### src/rtl/leaf_port_fifo.sv
// leaf_port_fifo: show-ahead circular FIFO carrying {dest_addr, data} entries,
// rejecting writes when full and counting the drops.
module leaf_port_fifo #(
   parameter int DWIDTH     = 16,
   parameter int FIFO_DEPTH = 8,
   parameter int ADDR_W     = 6
) (
   input  logic                          clk,
   input  logic                          reset,
   input  logic [DWIDTH-1:0]             in_data,
   input  logic [ADDR_W-1:0]             in_dest_addr,
   input  logic                          in_valid,
   output logic [DWIDTH-1:0]             out_data,
   output logic [ADDR_W-1:0]             out_dest_addr,
   output logic                          out_valid,
   input  logic                          out_ready,
   output logic                          fifo_full,
   output logic                          fifo_empty,
   output logic [$clog2(FIFO_DEPTH):0]   fifo_count,
   output logic [7:0]                    drop_count,
   output logic                          drop_pulse
);
   localparam int PW = $clog2(FIFO_DEPTH);
   localparam int CW = PW + 1;
   localparam int EW = ADDR_W + DWIDTH;
   localparam logic [CW-1:0] FULL_CNT = CW'(FIFO_DEPTH);

   logic [EW-1:0] mem_q [FIFO_DEPTH];
   logic [PW-1:0] wr_ptr_q, wr_ptr_d, rd_ptr_q, rd_ptr_d;
   logic [CW-1:0] count_q, count_d;
   logic [7:0]    drop_count_q, drop_count_d;
   logic          drop_pulse_q, drop_pulse_d;
   logic          push, pop, reject;

   // Full is judged on the registered count, so a pop never frees room for a same-cycle push.
   always_comb begin
      fifo_full    = count_q == FULL_CNT;
      fifo_empty   = count_q == '0;
      out_valid    = !fifo_empty;
      push         = in_valid && !fifo_full;
      reject       = in_valid && fifo_full;
      pop          = out_valid && out_ready;
      wr_ptr_d     = push ? wr_ptr_q + PW'(1) : wr_ptr_q;
      rd_ptr_d     = pop ? rd_ptr_q + PW'(1) : rd_ptr_q;
      count_d      = (push && !pop) ? count_q + CW'(1) : (pop && !push) ? count_q - CW'(1) : count_q;
      drop_count_d = (reject && drop_count_q != 8'hFF) ? drop_count_q + 8'd1 : drop_count_q;
      drop_pulse_d = reject;
   end

   always_ff @(posedge clk) begin
      if (reset) begin
         wr_ptr_q     <= '0;
         rd_ptr_q     <= '0;
         count_q      <= '0;
         drop_count_q <= '0;
         drop_pulse_q <= 1'b0;
      end else begin
         wr_ptr_q     <= wr_ptr_d;
         rd_ptr_q     <= rd_ptr_d;
         count_q      <= count_d;
         drop_count_q <= drop_count_d;
         drop_pulse_q <= drop_pulse_d;
      end
   end

   always_ff @(posedge clk) begin
      if (push && !reset) mem_q[wr_ptr_q] <= {in_dest_addr, in_data};
   end

   assign {out_dest_addr, out_data} = mem_q[rd_ptr_q];
   assign fifo_count = count_q;
   assign drop_count = drop_count_q;
   assign drop_pulse = drop_pulse_q;
endmodule

### config.mk
export PLATFORM = sky130hd
export DESIGN_NAME = leaf_port_fifo
export DESIGN_NICKNAME = d
export VERILOG_FILES = /design/src/rtl/leaf_port_fifo.sv
export SDC_FILE = /design/constraint.sdc
export NUM_CORES = 1
export LEC_CHECK = 0
export ABC_AREA = 1
export CAP_MARGIN = 5
export CORE_MARGIN = 2
export CORE_UTILIZATION = 45
export CTS_CLUSTER_DIAMETER = 60
export DETAILED_ROUTE_END_ITERATION = 8
export GPL_TIMING_DRIVEN = 0
export RECOVER_POWER = 25
export SYNTH_ARGS = -nofsm -noshare
export SYNTH_HDL_FRONTEND = slang
export SYNTH_SLANG_ARGS = --single-unit
### constraint.sdc
create_clock -name clk -period 2.65 [get_ports clk]
set_clock_uncertainty 0.05 [all_clocks]
set_input_delay 0.795 -clock clk [delete_from_list [all_inputs] [get_ports clk]]
set_output_delay 0.795 -clock clk [all_outputs]
set_load 0.005 [all_outputs]
### Word level (Yosys, flattened, before mapping)

Memories as Yosys holds them, arrays and structs flattened. A register that Yosys moved wholly into a read port is not among the register bits.
Cells that the tools add are included.

| word-level totals | value |
|---|---|
| register bits | 19 |
| bits in writable memories | 176 |
| output and inout port bits | 38 |
| logic and storage cells | 33 |
| memories | 1 |

Memory list:

| memory | depth | width | read ports | clocked after Yosys merged registers in | write ports | RTL line | text |
|---|---|---|---|---|---|---|---|
| mem_q | 8 | 22 | 1 | 1 | 1 | 28 | `logic [EW-1:0] mem_q [FIFO_DEPTH];` |

| cells by class | value |
|---|---|
| add/sub/neg operators | 5 |
| reductions and logical operators | 14 |
| muxes and demuxes | 6 |
| eq/ne operators | 2 |

Operator list:

| cell | count |
|---|---|
| $add 8x1->8 const B | 1 |
| $mux 4 | 2 |
| $ne 8x8->1 const B | 1 |
| $logic_and 1x1->1 | 7 |
| $add 3x1->3 const B | 2 |
| $mux 3 | 2 |
| $logic_not 1->1 | 5 |
| $add 4x1->4 const B | 1 |
| $eq 4x4->1 const B | 1 |
| $logic_not 4->1 | 1 |
| $sub 4x1->4 const B | 1 |
| $mux 1 | 2 |
| $reduce_bool 2->1 | 1 |

### Longest topological paths before layout

| depth | value |
|---|---|
| depth after elaboration | 7 |
| gate-level depth with buffers | 15 |

### Worst setup path after synthesis

No wires, ideal clock.

| timing | value |
|---|---|
| path type | input port to flip-flop |
| start | input port in_valid |
| end | memory mem_q[0][0] (netlist bit) (enable) |
| data required time | 2.199 ns |
| path slack | 0.133 ns |
| path buffers | 0 |
| arrival time | 2.067 ns |
| cell stages on the path | 3 |
| path through | nand2_2 or2_4 nor2_1 |

| on the way | value |
|---|---|
| word-level cells in the longest chain between the ends | 4 |

RTL lines:

| what | RTL line | text |
|---|---|---|
| start: declaration | 12 | `input logic in_valid,` |
| $logic_and 1x1->1 | 40 | `push = in_valid && !fifo_full;` |
| $logic_and 1x1->1 | 67 | `if (push && !reset) mem_q[wr_ptr_q] <= {in_dest_addr, in_data};` |
| $mux 1 | 67 |  |
| $mux 1 (implied by the code) | 67 |  |
| end: declaration | 28 |  |

Every way passes these cells.

==> results.cfg <==
[cts]
root_buffer = clkbuf_16
htree_levels = 4
cts_buffers = 17
clk-insertion-delay-late_ns = 0.42
cts.path.max_buffers = 2
cts_tree = built
clock-sinks = 198
cts-hold-fix-buffers = 0
path_clk_slew_ns = 0.06

[die]
dieArea_mm2 = 0.0188
die_h_um = 137
io_pins = 64
core_mm2 = 0.0173
num_rows = 48
die_width_um = 137
start_util_pct = 46.1

[critical_path]
slowest_stage = dfxtp_2
reg2reg_from = fifo_count[1]
critical_path.top_delay_family = buffers and inverters
endpoint_kind = output port
critPathBufInv = 4
cp_data_arrival_time_ns = 1.78
regToRegEndpoint = mem_q[0][2]
crit_type = reg2out
r2r_slack_ns = 0.42
cp_common_cell = nand2_1
r2r.worst_path.cells = 7
path_max_fanout = 10
crit_required_ns = 1.81
start_kind = register
path_cells = buf_8, buf_4, clkbuf_16, o21ai_2, o22ai_2, nand2_1, nand2_1, clkdlybuf4s15_2
slowest_delay_ns = 0.33

[logic_synthesis]
synthTopCellsByArea = edfxtp_1, dfxtp_1, nor2_1, o21ai_0, nand2_1
synth_top_cell_area_share_pct = 66.3
seq_area_frac_synth_pct = 71.8
synth_fp_nets = 695
yosysWarnings = 0
synthCells = 662
synth_largest_area_cell = edfxtp_1
ys_ff_latch = 198
synth_cell_types = 29
netlist_area_mm2 = 0.00797
syn_area_per_cell_um2 = 12.0

[grt]
grt_first_pass_wirelength_um = 29000
gr-usage-all-layers_pct = 21.2
grt_pass1_vias = 5383
grt_max_degree = 23
antenna_found_initial = 1
grt_overflow = 0

[timing]
rsz0062_at_grt = yes
fin_crit_sh_pct = 99.2
final-setup-viol-count = 0
drv_slew = 0
hold_viol = 0
period_minus_slack_ns = 2.63
worst_pin_slew_ns = 0.888
max_freq_ghz = 0.380
slew_headroom_pct = 40.7

[power]
p_per_area_mw_per_mm2 = 863
p_leak_nw = 3.54
vdd.ir_drop.worst_mv = 0.714
p_total_mw = 8.59

[layout]
area_growth_pct = 24.9
drive_gt1_share_pct = 18.1
final_net_count = 798
fin_area_mm2 = 0.00995
final.fill_count = 1436

[job]
max_cap_viol_count = 0

[placed_design]
dpl_cell_area_mm2 = 0.00904
place_hpwl_um = 12000
portBuffers = 63
place_congestion = 0.758

[route]
drtAntennaViolNets = 0
wirelength_um = 19100
drt-initial-drc-count = 520
post-route-drc-count = 0
wl_per_cell_um = 19.0
vias = 5432
dr.pass1.iters = 5
avgViaCountPerCell = 5.42

[worst_hold_path]
hold_path_class = reg2reg
hold_depth = 2
min_from = rd_ptr_q[2]

[status]
status = finished, final reports clean
[cell usage after synthesis, drive strengths merged]
cell	n
buf	27
o21ai	94
clkbuf	6
nand2b	1
edfxtp	176
a21oi	15
xor2	6
nand3	17
fa	1
nand4	4
dfxtp	22
nand2	103
ha	6
nor2	115
inv	23
or2	2
o22ai	44
[placed cells by master (no fill, tap or decap), types with 2 or more instances in the layout]
cell             count
edfxtp_1           176
nor2_1              99
nand2_1             96
o21ai_1             45
o21ai_0             43
o22ai_1             43
clkdlybuf4s50_1     28
clkbuf_16           20
dfxtp_1             20
inv_1               19
buf_4               19
nand3_1             15
a21oi_1             14
dlygate4sd3_1       13
buf_2               12
buf_8               11
clkbuf_2            11
nor2_4              10
nand2_2              7
buf_6                7
nor2_2               6
o21ai_2              6
xor2_1               6
ha_1                 6
buf_12               5
nand4_1              4
clkinv_2             4
clkinvlp_4           3
clkinv_1             3
inv_2                2
nand3_2              2
dfxtp_2              2
inv_6                2
bufbuf_16            2
buf_16               2
clkdlybuf4s15_1      2
[worst max path at each step]
stage	end	slack, ns	cells past startpoint
6_report	out_data[3]	0.02	8
3_5_place_dp	mem_q[5][7]	-0.48	5
5_1_grt	out_data[3]	-0.08	8
3_3_place_gp	mem_q[4][9]	-1.48	4
4_1_cts	out_data[14]	-0.03	8
2_1_floorplan	mem_q[0][0]	0.13	3
[per-layer routing]
layer  routed length, um  GRT usage, %
met1                8300          27.4
met2                9500          35.9
met3                1050          4.41
met4                 195          6.47
met5                   0             0
[state kept, by name, summed over array words and instances (netlist names), named ones only]
name,flops
drop_pulse,1
mem_q,176
drop_count,8
rd_ptr_q,3
fifo_count,4
wr_ptr_q,3
[timing repair]
item,4_1_cts,5_1_grt
setup buffers,8,3
pin swaps,9,26
endpoints found under the setup margin,42,58
gates cloned,2,2
resized for setup,154,39
[tightest hold or removal path, stage by stage, from the launching register on]
cell and delay (ns):
dfxtp_1 0.32, nand2_1 0.06, a21oi_1 0.07
[report_power, final]
part           leakage [nW]  internal [mW]  total, mW  switching, mW
logic                  1.51           1.19       2.58           1.39
registers              1.77           3.54       3.64         0.0998
clock network         0.258           1.28       2.37           1.09
total                  3.54           6.01       8.59           2.58
[layout make-up]
class	instances	area, um^2	area share (%)
Inverter	23	96.3	0.968
Timing Repair Buffer	85	861	8.65
Antenna cell	1	2.50	0.0251
Sequential cell	198	5730	57.5
Tap cell	225	282	2.83
Multi-Input combinational cell	408	2070	20.8
Clock buffer	17	425	4.27
Clock inverter	14	110	1.11
Buffer	32	382	3.83
[cell families (layout without fill, tap and decap cells)]
group | Yosys count | count (layout) | synth area share [%]
and+or+nand+nor | 242 | 242 | 12.4
AOI/OAI and AO/OA | 153 | 153 | 10.3
buffers and inverters | 56 | 171 | 3.61
other | 0 | 1 | 0
adders and majority gates | 7 | 7 | 1.19
xor gates and xnor gates | 6 | 6 | 0.659
DFF | 198 | 198 | 71.8
[through the flow]
step           setup WS [ns]  utilization (%)  hold WS, ns  setup TNS (ns)  std cells
2_1_floorplan          0.133                -        0.408               0        662
3_3_place_gp           -1.48             51.4        0.432         -233.01        950
3_5_place_dp          -0.478             52.2        0.446          -54.24        957
4_1_cts              -0.0350             57.3        0.452         -0.0627        998
5_1_grt              -0.0821             57.6        0.480          -0.352       1003
6_report              0.0209             57.6        0.452               0       1003
No activity file was read; power rests on OpenSTA's default activity.
